**src/rtl/mel_log_serializer_if.sv**
```systemverilog
// ----------------------------------------------------------------------------
// mel_log_serializer_if
//  Bundles the wide parallel filterbank frame (valid/ready) and the narrow
//  serial log2 coefficient stream (valid/ready/last) used by
//  mel_log_serializer.
//
//  Signals
//   filtered_data_in    NUM_FILTERS x IN_WIDTH  filterbank energies
//   filtered_valid_in   1                       frame valid
//   filtered_ready_out  1                       serializer can take a frame
//   log_data_out        OUT_WIDTH               {int, frac} log2 coefficient
//   log_valid_out       1                       coefficient valid
//   log_last_out        1                       final coefficient of frame
//   log_ready_in        1                       downstream accepts beat
//
//  Modports
//   slave   the serializer itself
//   master  the surrounding environment (filterbank + downstream consumer)
// ----------------------------------------------------------------------------
interface mel_log_serializer_if #(
  parameter int NUM_FILTERS = 26,
  parameter int IN_WIDTH    = 32,
  parameter int FRAC_BITS   = 11,
  parameter int OUT_WIDTH   = $clog2(IN_WIDTH) + FRAC_BITS
);

  logic [IN_WIDTH-1:0]  filtered_data_in [NUM_FILTERS];
  logic                 filtered_valid_in;
  logic                 filtered_ready_out;
  logic [OUT_WIDTH-1:0] log_data_out;
  logic                 log_valid_out;
  logic                 log_last_out;
  logic                 log_ready_in;

  modport slave (
    input  filtered_data_in,
    input  filtered_valid_in,
    output filtered_ready_out,
    output log_data_out,
    output log_valid_out,
    output log_last_out,
    input  log_ready_in
  );

  modport master (
    output filtered_data_in,
    output filtered_valid_in,
    input  filtered_ready_out,
    input  log_data_out,
    input  log_valid_out,
    input  log_last_out,
    output log_ready_in
  );

endinterface

```
**src/rtl/mel_log_serializer.sv**
```systemverilog
// ----------------------------------------------------------------------------
// mel_log_serializer
//  Accepts one parallel mel filterbank frame, holds it in a local buffer and
//  streams out the fixed-point log2 of each energy, one coefficient per beat,
//  with valid/ready/last. Capture and emission never overlap, so upstream may
//  change its bus freely once a frame has been taken.
//
//  Ports
//   clk_in   in  1  system clock, rising edge
//   rst_in   in  1  synchronous active-high reset
//   bus      slave modport of mel_log_serializer_if
//              filtered_data_in/valid_in/ready_out : frame input handshake
//              log_data_out/valid_out/last_out/ready_in : serial output
//
//  log2 format: {int[INT_W-1:0], frac[FRAC_BITS-1:0]} where int is the index
//  of the leading one and frac is the truncated bits just below it
//  (linear mantissa approximation). Inputs 0 and 1 both give 0.
// ----------------------------------------------------------------------------
module mel_log_serializer #(
  parameter int NUM_FILTERS = 26,
  parameter int IN_WIDTH    = 32,
  parameter int FRAC_BITS   = 11
) (
  input  logic                  clk_in,
  input  logic                  rst_in,
  mel_log_serializer_if.slave   bus
);

  localparam int INT_W     = $clog2(IN_WIDTH);
  localparam int OUT_WIDTH = INT_W + FRAC_BITS;
  localparam int IDX_W     = $clog2(NUM_FILTERS);
  localparam int EXT_W     = IN_WIDTH + FRAC_BITS;
  localparam logic [IDX_W-1:0] LAST_IDX = IDX_W'(NUM_FILTERS - 1);

  typedef enum logic {
    IDLE,
    EMIT
  } state_t;

  state_t               state;
  logic [IDX_W-1:0]     idx;
  logic [IDX_W-1:0]     idx_next;
  logic                 idx_is_last;
  logic [IN_WIDTH-1:0]  log_src;
  logic [OUT_WIDTH-1:0] log_val;
  logic [IN_WIDTH-1:0]  frame_buf [NUM_FILTERS];

  // Leading-one position gives the integer part. The word is padded with
  // FRAC_BITS zeros on the right and shifted so the leading one lands on the
  // top bit; the FRAC_BITS just below it are then the truncated fraction,
  // already zero-filled when fewer than FRAC_BITS bits sit below the one.
  function automatic logic [OUT_WIDTH-1:0] log2_fixed(input logic [IN_WIDTH-1:0] x);
    logic [INT_W-1:0]     msb;
    logic [EXT_W-1:0]     ext;
    logic [FRAC_BITS-1:0] frac;
    msb = '0;
    for (int i = 0; i < IN_WIDTH; i++) begin
      if (x[i]) begin
        msb = INT_W'(i);
      end
    end
    ext  = {x, {FRAC_BITS{1'b0}}} << (INT_W'(IN_WIDTH - 1) - msb);
    frac = ext[EXT_W-2 -: FRAC_BITS];
    return {msb, frac};
  endfunction

  // One shared log2 unit: in IDLE it looks at coefficient 0 of the incoming
  // frame so that coefficient is ready on the capture edge; in EMIT it looks
  // ahead at the buffered coefficient that follows the one being presented.
  // The look-ahead index wraps to 0 on the final beat so it never leaves the
  // buffer range.
  always_comb begin
    idx_is_last = (idx == LAST_IDX);
    idx_next    = idx_is_last ? '0 : idx + IDX_W'(1);
    log_src     = (state == IDLE) ? bus.filtered_data_in[0] : frame_buf[idx_next];
    log_val     = log2_fixed(log_src);
  end

  // Frame buffer: loaded only on an accepted frame, so the raw energies stay
  // put for the whole emission regardless of what upstream drives.
  always_ff @(posedge clk_in) begin
    if (state == IDLE && bus.filtered_valid_in && bus.filtered_ready_out) begin
      frame_buf <= bus.filtered_data_in;
    end
  end

  // Control FSM with registered handshake outputs. The input ready flag is
  // kept equal to (state == IDLE) by updating it on every state transition.
  // A stalled output beat leaves data/last/idx untouched.
  always_ff @(posedge clk_in) begin
    if (rst_in) begin
      state                  <= IDLE;
      idx                    <= '0;
      bus.log_valid_out      <= 1'b0;
      bus.log_last_out       <= 1'b0;
      bus.log_data_out       <= '0;
      bus.filtered_ready_out <= 1'b1;
    end else begin
      case (state)
        IDLE: begin
          if (bus.filtered_valid_in && bus.filtered_ready_out) begin
            bus.log_data_out       <= log_val;
            bus.log_valid_out      <= 1'b1;
            bus.log_last_out       <= 1'b0;
            bus.filtered_ready_out <= 1'b0;
            idx                    <= '0;
            state                  <= EMIT;
          end
        end
        EMIT: begin
          if (bus.log_ready_in) begin
            if (bus.log_last_out) begin
              bus.log_valid_out      <= 1'b0;
              bus.log_last_out       <= 1'b0;
              bus.filtered_ready_out <= 1'b1;
              idx                    <= '0;
              state                  <= IDLE;
            end else begin
              bus.log_data_out <= log_val;
              bus.log_last_out <= (idx_next == LAST_IDX);
              idx              <= idx_next;
            end
          end
        end
      endcase
    end
  end

endmodule

```
**src/flat_wrapper.sv**
```systemverilog
// flat-port wrapper written by rule: the top's interface ports become plain ports
module mel_log_serializer_flat 
#(
  parameter int NUM_FILTERS = 26,
  parameter int IN_WIDTH    = 32,
  parameter int FRAC_BITS   = 11
)
  (clk_in, rst_in, bus_filtered_data_in, bus_filtered_valid_in, bus_filtered_ready_out, bus_log_data_out, bus_log_valid_out, bus_log_last_out, bus_log_ready_in);
  mel_log_serializer_if #(.NUM_FILTERS(NUM_FILTERS), .IN_WIDTH(IN_WIDTH), .FRAC_BITS(FRAC_BITS)) bus_i ();
  input  logic clk_in;
  input  logic rst_in;
  input wire logic [$bits(bus_i.filtered_data_in)-1:0] bus_filtered_data_in;
  input wire logic [$bits(bus_i.filtered_valid_in)-1:0] bus_filtered_valid_in;
  output wire logic [$bits(bus_i.filtered_ready_out)-1:0] bus_filtered_ready_out;
  output wire logic [$bits(bus_i.log_data_out)-1:0] bus_log_data_out;
  output wire logic [$bits(bus_i.log_valid_out)-1:0] bus_log_valid_out;
  output wire logic [$bits(bus_i.log_last_out)-1:0] bus_log_last_out;
  input wire logic [$bits(bus_i.log_ready_in)-1:0] bus_log_ready_in;
  assign bus_i.filtered_data_in = {>>{bus_filtered_data_in}};
  assign bus_i.filtered_valid_in = bus_filtered_valid_in;
  assign bus_filtered_ready_out = bus_i.filtered_ready_out;
  assign bus_log_data_out = bus_i.log_data_out;
  assign bus_log_valid_out = bus_i.log_valid_out;
  assign bus_log_last_out = bus_i.log_last_out;
  assign bus_i.log_ready_in = bus_log_ready_in;
  mel_log_serializer #(.NUM_FILTERS(NUM_FILTERS), .IN_WIDTH(IN_WIDTH), .FRAC_BITS(FRAC_BITS)) u_core (.clk_in(clk_in), .rst_in(rst_in), .bus(bus_i));
endmodule
```
**config.mk**
```make
export PLATFORM = sky130hd
export DESIGN_NAME = mel_log_serializer_flat
export DESIGN_NICKNAME = d
export VERILOG_FILES = /design/src/rtl/mel_log_serializer_if.sv /design/src/rtl/mel_log_serializer.sv /design/src/flat_wrapper.sv
export SDC_FILE = /design/constraint.sdc
export NUM_CORES = 1
export LEC_CHECK = 0
export BUFFER_PORTS_ARGS = -buffer_cell sky130_fd_sc_hd__buf_4
export CAP_MARGIN = 30
export CORE_ASPECT_RATIO = 0.5
export CORE_MARGIN = 1
export CORE_UTILIZATION = 40
export CTS_BUF_LIST = sky130_fd_sc_hd__clkbuf_4
export DETAILED_ROUTE_END_ITERATION = 12
export GPL_ROUTABILITY_DRIVEN = 1
export PLACE_DENSITY_LB_ADDON = 0.3
export SYNTH_ARGS = -nofsm -noshare
export SYNTH_HDL_FRONTEND = slang
export SYNTH_SLANG_ARGS = --single-unit
export TNS_END_PERCENT = 10
```
**constraint.sdc**
```tcl
create_clock -name clk_in -period 62.7 [get_ports clk_in]
set_clock_uncertainty 0.05 [all_clocks]
set_input_delay 3.135 -clock clk_in [delete_from_list [all_inputs] [get_ports clk_in]]
set_output_delay 3.135 -clock clk_in [all_outputs]
set_load 0.1 [all_outputs]
```
Word-level counts from Yosys, hierarchy flattened --
Index checks and enable logic that the tools add are counted.
Storage, ports and cells: word-level logic and storage cells 109, register bits 857, output and inout port bits 19
Cells by class: muxes and demuxes 59, reduce and logical (&&, ||, !) cells 6, equal/unequal tests 6, shift-type cells 1, magnitude comparators 1, add/subtract/negate cells 2, bitwise gates (word level) 2
Operators by type and width (number):
- 32-bit binary-select mux with 5-bit select | 1
- 5-bit 2-to-1 mux | 20
- 32-bit 2-to-1 mux | 3
- 16-bit 2-to-1 mux | 3
- 43-bit by 5-bit left shift with 42-bit output | 1
- 4-bit 2-to-1 mux | 8
- 16-bit one-hot mux with 2 select lines | 1
- 1-bit 2-to-1 mux | 12
- 3-bit 2-to-1 mux | 4
- 5-bit == test (second input constant) | 2
- 5-bit one-hot mux with 2 select lines | 1
- 1-bit one-hot mux with 2 select lines | 4
- 6-bit greater-or-equal comparator (second input constant) | 1
- 2-bit != test (second input constant) | 3
- 5-bit inverter with 6-bit output | 1
- 3-bit AND reduction | 2
- 5-bit by 1-bit adder with 5-bit output (second input constant) | 1
- 5-bit subtractor (first input constant) | 1
- 2-bit 2-to-1 mux | 2
- 1-bit logical AND | 3
- 2-bit by 1-bit != test with 1-bit output (second input constant) | 1
- 2-bit AND reduction | 1
- 1-bit inverter | 1

Logic depth before layout (Yosys ltp) --
Gate-level depths: netlist (run 1).
depth after elaboration 43, depth in mapped cells 23

Worst setup path before layout (run 1) --
No wires, ideal clock.
kind input to register, from in bus_filtered_valid_in, to reg u_core.idx[1], path slack 33167 ps, stages on the path 6, arrival time 29335 ps, cells stage by stage nor2b_1 -> and2_1 -> clkbuf_1 -> a21oi_1 -> a22oi_1 -> nor2_1
Between the ends: cells in the longest elaborated chain, start to end 3
Ends and longest elaborated chain:
- start, declared | RTL line flat_wrapper.sv:13 | input wire logic [$bits(bus_i.filtered_valid_in)-1:0] bus_filtered_valid_in;
- 1-bit logical AND | RTL line mel_log_serializer.sv:101 | if (bus.filtered_valid_in && bus.filtered_ready_out) begin
- 2-bit != test (no line)
- 2-bit AND reduction (no line)
- end signal, assigned | RTL line mel_log_serializer.sv:121 | idx <= idx_next;
- end, declared | RTL line mel_log_serializer.sv:41 | logic [IDX_W-1:0] idx;
Every way passes these cells. A chain may end at the register's enable or synchronous reset.

Worst setup path after layout (run 1) --
from reg u_core.idx[0], to reg u_core.bus.log_data_out[10]
Between the ends: cells in the longest elaborated chain, start to end 43, elaborated cells between the ends (all ways) 45, classes of those cells 2 x add/sub; 1 x eq/ne; 1 x shift; 40 x mux; 1 x bitwise
Ends and longest elaborated chain:
- 5-bit by 1-bit adder with 5-bit output or 5-bit == test (tied branches) | RTL line mel_log_serializer.sv:74, mel_log_serializer.sv:73
- 5-bit 2-to-1 mux * | RTL line mel_log_serializer.sv:74 | idx_next = idx_is_last ? '0 : idx + IDX_W'(1);
- 5-bit inverter with 6-bit output (not written as such) * | RTL line mel_log_serializer.sv:75 | log_src = (state == IDLE) ? bus.filtered_data_in[0] : frame_buf[idx_next];
- 32-bit binary-select mux with 5-bit select * | RTL line mel_log_serializer.sv:75
- 32-bit 2-to-1 mux (not written as such) * (2 in series) | RTL line mel_log_serializer.sv:75
- 32-bit 2-to-1 mux * | RTL line mel_log_serializer.sv:75
- 1-bit 2-to-1 mux | RTL line mel_log_serializer.sv:58 | if (x[i]) begin
- 2-bit 2-to-1 mux (2 in series) | RTL line mel_log_serializer.sv:58
- 3-bit 2-to-1 mux (4 in series) | RTL line mel_log_serializer.sv:58
- 4-bit 2-to-1 mux (8 in series) | RTL line mel_log_serializer.sv:58
- 5-bit 2-to-1 mux (16 in series) | RTL line mel_log_serializer.sv:58
- 5-bit subtractor | RTL line mel_log_serializer.sv:62 | ext = {x, {FRAC_BITS{1'b0}}} << (INT_W'(IN_WIDTH - 1) - msb);
- 43-bit by 5-bit left shift with 42-bit output * | RTL line mel_log_serializer.sv:62
- 16-bit 2-to-1 mux | RTL line mel_log_serializer.sv:112 | if (bus.log_last_out) begin
- 16-bit 2-to-1 mux | RTL line mel_log_serializer.sv:111 | if (bus.log_ready_in) begin
- 16-bit one-hot mux with 2 select lines * | RTL line mel_log_serializer.sv:99 | case (state)
- end signal, assigned | RTL line mel_log_serializer.sv:102 | bus.log_data_out <= log_val;
- end signal, assigned | RTL line mel_log_serializer.sv:119 | bus.log_data_out <= log_val;
- end, declared | RTL line mel_log_serializer_if.sv:39 | output log_data_out,
Every way passes the cells marked *; elsewhere a longest branch is shown, timed or not. The select of a mux whose other input is x is not followed.

==> impl_metrics.json, run 1 <==
{
  "status": "finished, final reports clean",
  "syn_to_final_growth_pct": 27.7,
  "cp_data_arrival_time_ns": 9.18,
  "clock.fmax_mhz": 123,
  "relSlewSlack": 0.197,
  "drive_above_1_share": 0.369,
  "synth_edf_count": 832,
  "ys_seq_elements": 857,
  "fp.dieH_um": 216,
  "totalPowerFinal_w": 0.00132,
  "htreeDepth": 4,
  "clk_latency_ns": 1.19,
  "globalRouteTotalUtil": 0.309,
  "hold_end": "u_core.bus.log_data_out[11]",
  "path_max_fanout": 156,
  "ant_nets": 0,
  "nets": 4296,
  "synth.cell_area_mm2": 0.0367,
  "via_per_inst": 5.84,
  "antenna_found_initial": 61,
  "setup.worst_path.class": "reg -> reg",
  "max_cap_violations": 0,
  "tns_ns": 0,
  "synth.net_count": 3367,
  "power_density_mw_per_mm2": 28.2,
  "cp.required_ns": 63.74,
  "pre_cts_slack_ns": 54.48,
  "r2r_cells": 18,
  "finalSetupViolCount": 0,
  "root_buffer": "clkbuf_4",
  "synth_top_area_share": 0.681,
  "worst_slack_ns": 54.57,
  "drv_slew": 0,
  "r2r-end": "u_core.bus.log_data_out[10]",
  "r2r_slack_ns": 54.57,
  "drtPass1Iterations": 6,
  "wirelength_um": 149000,
  "worst_pin_slew_ns": 1.21,
  "async_flop_share": 0,
  "yosysWarnings": 0,
  "post-place-cells": 4450,
  "r2r_start": "u_core.idx[0]",
  "peakVddDrop_uv": 20.4,
  "grt_pass1_vias": 27100,
  "layout.cells.non_filler": 4837,
  "core_mm2": 0.0908,
  "synthFlopType": "edfxtp_1",
  "worstSetupStartpointType": "flop",
  "cts_repair_resize_count": 0,
  "hold_slack_ns": 0.444,
  "synth_most_common_cell": "edfxtp_1",
  "portBuffers": 854,
  "io_pins": 855,
  "grt_pass1_wl_um": 201000,
  "synth_top_cell_by_area": "edfxtp_1",
  "period_share": 0.130,
  "synth_area_leaders": "edfxtp_1, mux2i_1, o21ai_0",
  "synthCells": 2529,
  "cts_tree": "yes",
  "yosys-top-cells-count": "edfxtp_1, o21ai_0, mux2i_1",
  "whs_path_depth": 2,
  "cts.sinks": 857,
  "clkTransAtPathRegs_ns": 0.08,
  "hold_class": "reg -> reg",
  "rsz0062_at_grt": "false",
  "end_kind": "flop",
  "min-delay-start": "u_core.bus.log_data_out[11]",
  "min_period_ns": 8.13,
  "clk_path_buf_depth": 3,
  "p_leak_nw": 17.2,
  "die_x_um": 430,
  "grt_max_degree": 185,
  "rows": 78,
  "post-route-drc-count": 0,
  "die_area_mm2": 0.0931,
  "vias": 28200,
  "synth.distinct_cells": 92,
  "hold_violations": 0,
  "post-cts-setup-buffers": 0,
  "numCtsBuffers": 196,
  "dr.first_iter.drc_count": 3639,
  "grt-ovfl-total": 0,
  "avgRoutedWirePerCell_um": 30.8,
  "syn_area_per_cell_um2": 14.5,
  "initial_core_util": 0.404,
  "yosysSeqAreaShare": 0.694,
  "dp_hpwl_um": 105000,
  "gp_congestion": 0.914,
  "ctsHoldBuffers": 0
}
-- metal layers --
layer | vias to the layer above | GRT usage | wire length, µm | share of wire
met5 | - | 0 | 34 | 0.00023
met4 | 6 | 0.140 | 4880 | 0.033
met3 | 285 | 0.0794 | 14100 | 0.095
met2 | 1757 | 0.484 | 71000 | 0.48
met1 | 14100 | 0.405 | 59000 | 0.40
li1 | 12100 | - | - | -
-- layout by cell type, fill, tap and decap left out, types with 8 or more instances in the layout --
master	count
edfxtp_1	832
a31oi_1	21
o221ai_1	28
o21ai_1	8
nand3_1	38
mux2_2	54
o21ai_0	188
nor2_1	74
clkinv_1	31
a311oi_1	8
mux2i_1	177
nor3_1	45
o2111ai_1	8
a211oi_1	104
a2111oi_0	57
nor2b_1	107
and2_1	13
a211o_1	12
o211ai_1	25
clkbuf_4	270
nand2_1	97
o21a_1	21
a22oi_1	14
a21oi_1	99
inv_1	26
a21o_1	8
nor4_1	10
diode_2	59
o22ai_1	24
buf_4	904
and3_1	28
o32ai_1	10
a221oi_1	25
a221o_1	10
dfxtp_1	23
-- stage by stage --
step | utilization | instance area (µm²)
floorplan | - | 36700
global placement | 0.487 | 44200
detailed placement | 0.488 | 44200
CTS | 0.513 | 46500
global route | 0.516 | 46900
finish | 0.517 | 46900
-- registers in the layout, indices dropped and copies added (netlist names) --
name and count:
u_core.bus.filtered_ready_out 1, u_core.state 1, u_core.bus.log_last_out 1, u_core.idx 5, u_core.bus.log_valid_out 1, u_core.bus.log_data_out 16, u_core.frame_buf 832
-- layout make-up --
type,count,area (µm²)
timing repair buffer,922,7070
sequential,857,25500
inverter,30,114
multi-input combinational,1451,10300
antenna,59,148
fill,7851,43900
clock inverter,49,273
tap,1200,1500
clock buffer,269,2020
-- worst max-delay path by stage --
stage	startpoint	to	slack [ns]	cells after the start
6_report	u_core.idx[0]	u_core.bus.log_data_out[10]	54.57	18
5_1_grt	u_core.idx[0]	u_core.bus.log_data_out[10]	54.23	18
4_1_cts	u_core.idx[0]	u_core.bus.log_data_out[10]	54.68	18
3_5_place_dp	bus_filtered_valid_in	u_core.frame_buf[332]	54.48	7
3_3_place_gp	bus_filtered_valid_in	u_core.frame_buf[215]	54.58	7
2_1_floorplan	bus_filtered_valid_in	u_core.idx[1]	33.17	6
-- cells by family (layout without fill, tap and decap cells) --
| logic type | Yosys count | count (layout) | share of synthesized area |
|---|---|---|---|
| AO/OA/AOI/OAI | 746 | 746 | 0.142 |
| XOR/XNOR | 2 | 2 | 0.000682 |
| adder cells (fa/ha/maj) | 2 | 2 | 0.000682 |
| buffers and inverters | 221 | 1270 | 0.0293 |
| flip-flops | 857 | 857 | 0.694 |
| multiplexers | 235 | 235 | 0.0670 |
| other | 0 | 59 | 0 |
| AND/OR/NAND/NOR | 466 | 466 | 0.0662 |
-- worst max-delay path, cell delays in order (launching register included) --
cell,delay [ns]
dfxtp_4,0.63
buf_12,0.57
ha_4,0.78
clkinv_2,0.82
nand3_2,0.77
buf_4,0.38
o22a_1,0.20
a211oi_1,0.07
a211oi_1,0.82
nor2_1,0.20
a21oi_1,0.36
o21a_1,0.19
a21boi_4,0.22
buf_4,0.50
mux2_1,0.45
mux2i_1,0.23
o21ai_0,0.13
a221o_1,0.40
a211oi_2,0.18
-- power by group --
| part | switching (W) | internal, W | leakage [nW] |
|---|---|---|---|
| clock | 0.000232 | 0.000205 | 1.38 |
| combinational | 0.000118 | 0.0000763 | 7.80 |
| sequential | 0.0000139 | 0.000676 | 8.06 |
Note: power is estimated with default switching activity, not from simulation.
==> run 2: changes to the inputs <==
- ABC_AREA: default -> 1
- clock period: 62.7 -> 7.95 ns (I/O delays scaled with it)
==> impl_metrics.json, run 2 <==
{
  "status": "did not finish",
  "stop_stage": "4_1_cts",
  "firstError": "[ERROR RSZ-0060] Max buffer count reached.",
  "synthFlopType": "edfxtp_1",
  "synth_top_area_share": 0.690,
  "synth_top_cell_by_area": "edfxtp_1",
  "async_flop_share": 0,
  "rows": 77,
  "synth.net_count": 3819,
  "ctsHoldBuffers": 1042,
  "yosysWarnings": 0,
  "synth_area_leaders": "edfxtp_1, nor2_1, o21ai_0",
  "post-cts-setup-buffers": 0,
  "synth_fa_ha_area_frac": 0.000691,
  "yosysSeqAreaShare": 0.704,
  "synth_xor_area_frac": 0.000484,
  "initial_core_util": 0.407,
  "synthCells": 2981,
  "dp_hpwl_um": 83100,
  "synth_most_common_cell": "edfxtp_1",
  "htreeDepth": 4,
  "root_buffer": "clkbuf_4",
  "clk_path_buf_depth": 3,
  "die_x_um": 427,
  "io_pins": 855,
  "synthSimpleGateAreaFrac": 0.135,
  "ys_seq_elements": 857,
  "cts_repair_resize_count": 0,
  "synth.distinct_cells": 56,
  "syn_area_per_cell_um2": 12.1,
  "numCtsBuffers": 194,
  "portBuffers": 854,
  "cts.sinks": 857,
  "fp.dieH_um": 215,
  "synth_edf_count": 832,
  "yosys-top-cells-count": "edfxtp_1, nor2_1, nand2_1",
  "synth.cell_area_mm2": 0.0362,
  "synth_top_family_by_area": "simple AND/OR/NAND/NOR gates",
  "synth_compound_area_frac": 0.114,
  "synth_mux_area_frac": 0,
  "gp_congestion": 0.891
}
==> run 2: cell count changes after synthesis, sizes merged, moves of 38 or more <==
cell     before  now
inv          30   99
o21ai       196  351
o221ai       28   73
mux2         55    0
o22ai        24   62
nor3         45    3
nor2         78  474
nor2b       107    0
nand2       101  371
a2111oi      60   10
nand3        40  275
a21oi       101   42
a211oi      108    1
mux2i       177    0
==> run 2: cell families after synthesis <==
family,Yosys count
adder cells (fa/ha/maj),2
AO/OA/AOI/OAI,666
flip-flops,857
AND/OR/NAND/NOR,1151
XOR/XNOR,2
buffers and inverters,303
==> run 2: through the flow <==
step	util	worst slack [ns]	cell area, µm²	instances	hold WS [ns]
detailed placement	0.486	1.05	43200	4856	0.412
global placement	0.486	1.11	43200	4856	0.405
floorplan	-	-6.67	36300	2981	0.415
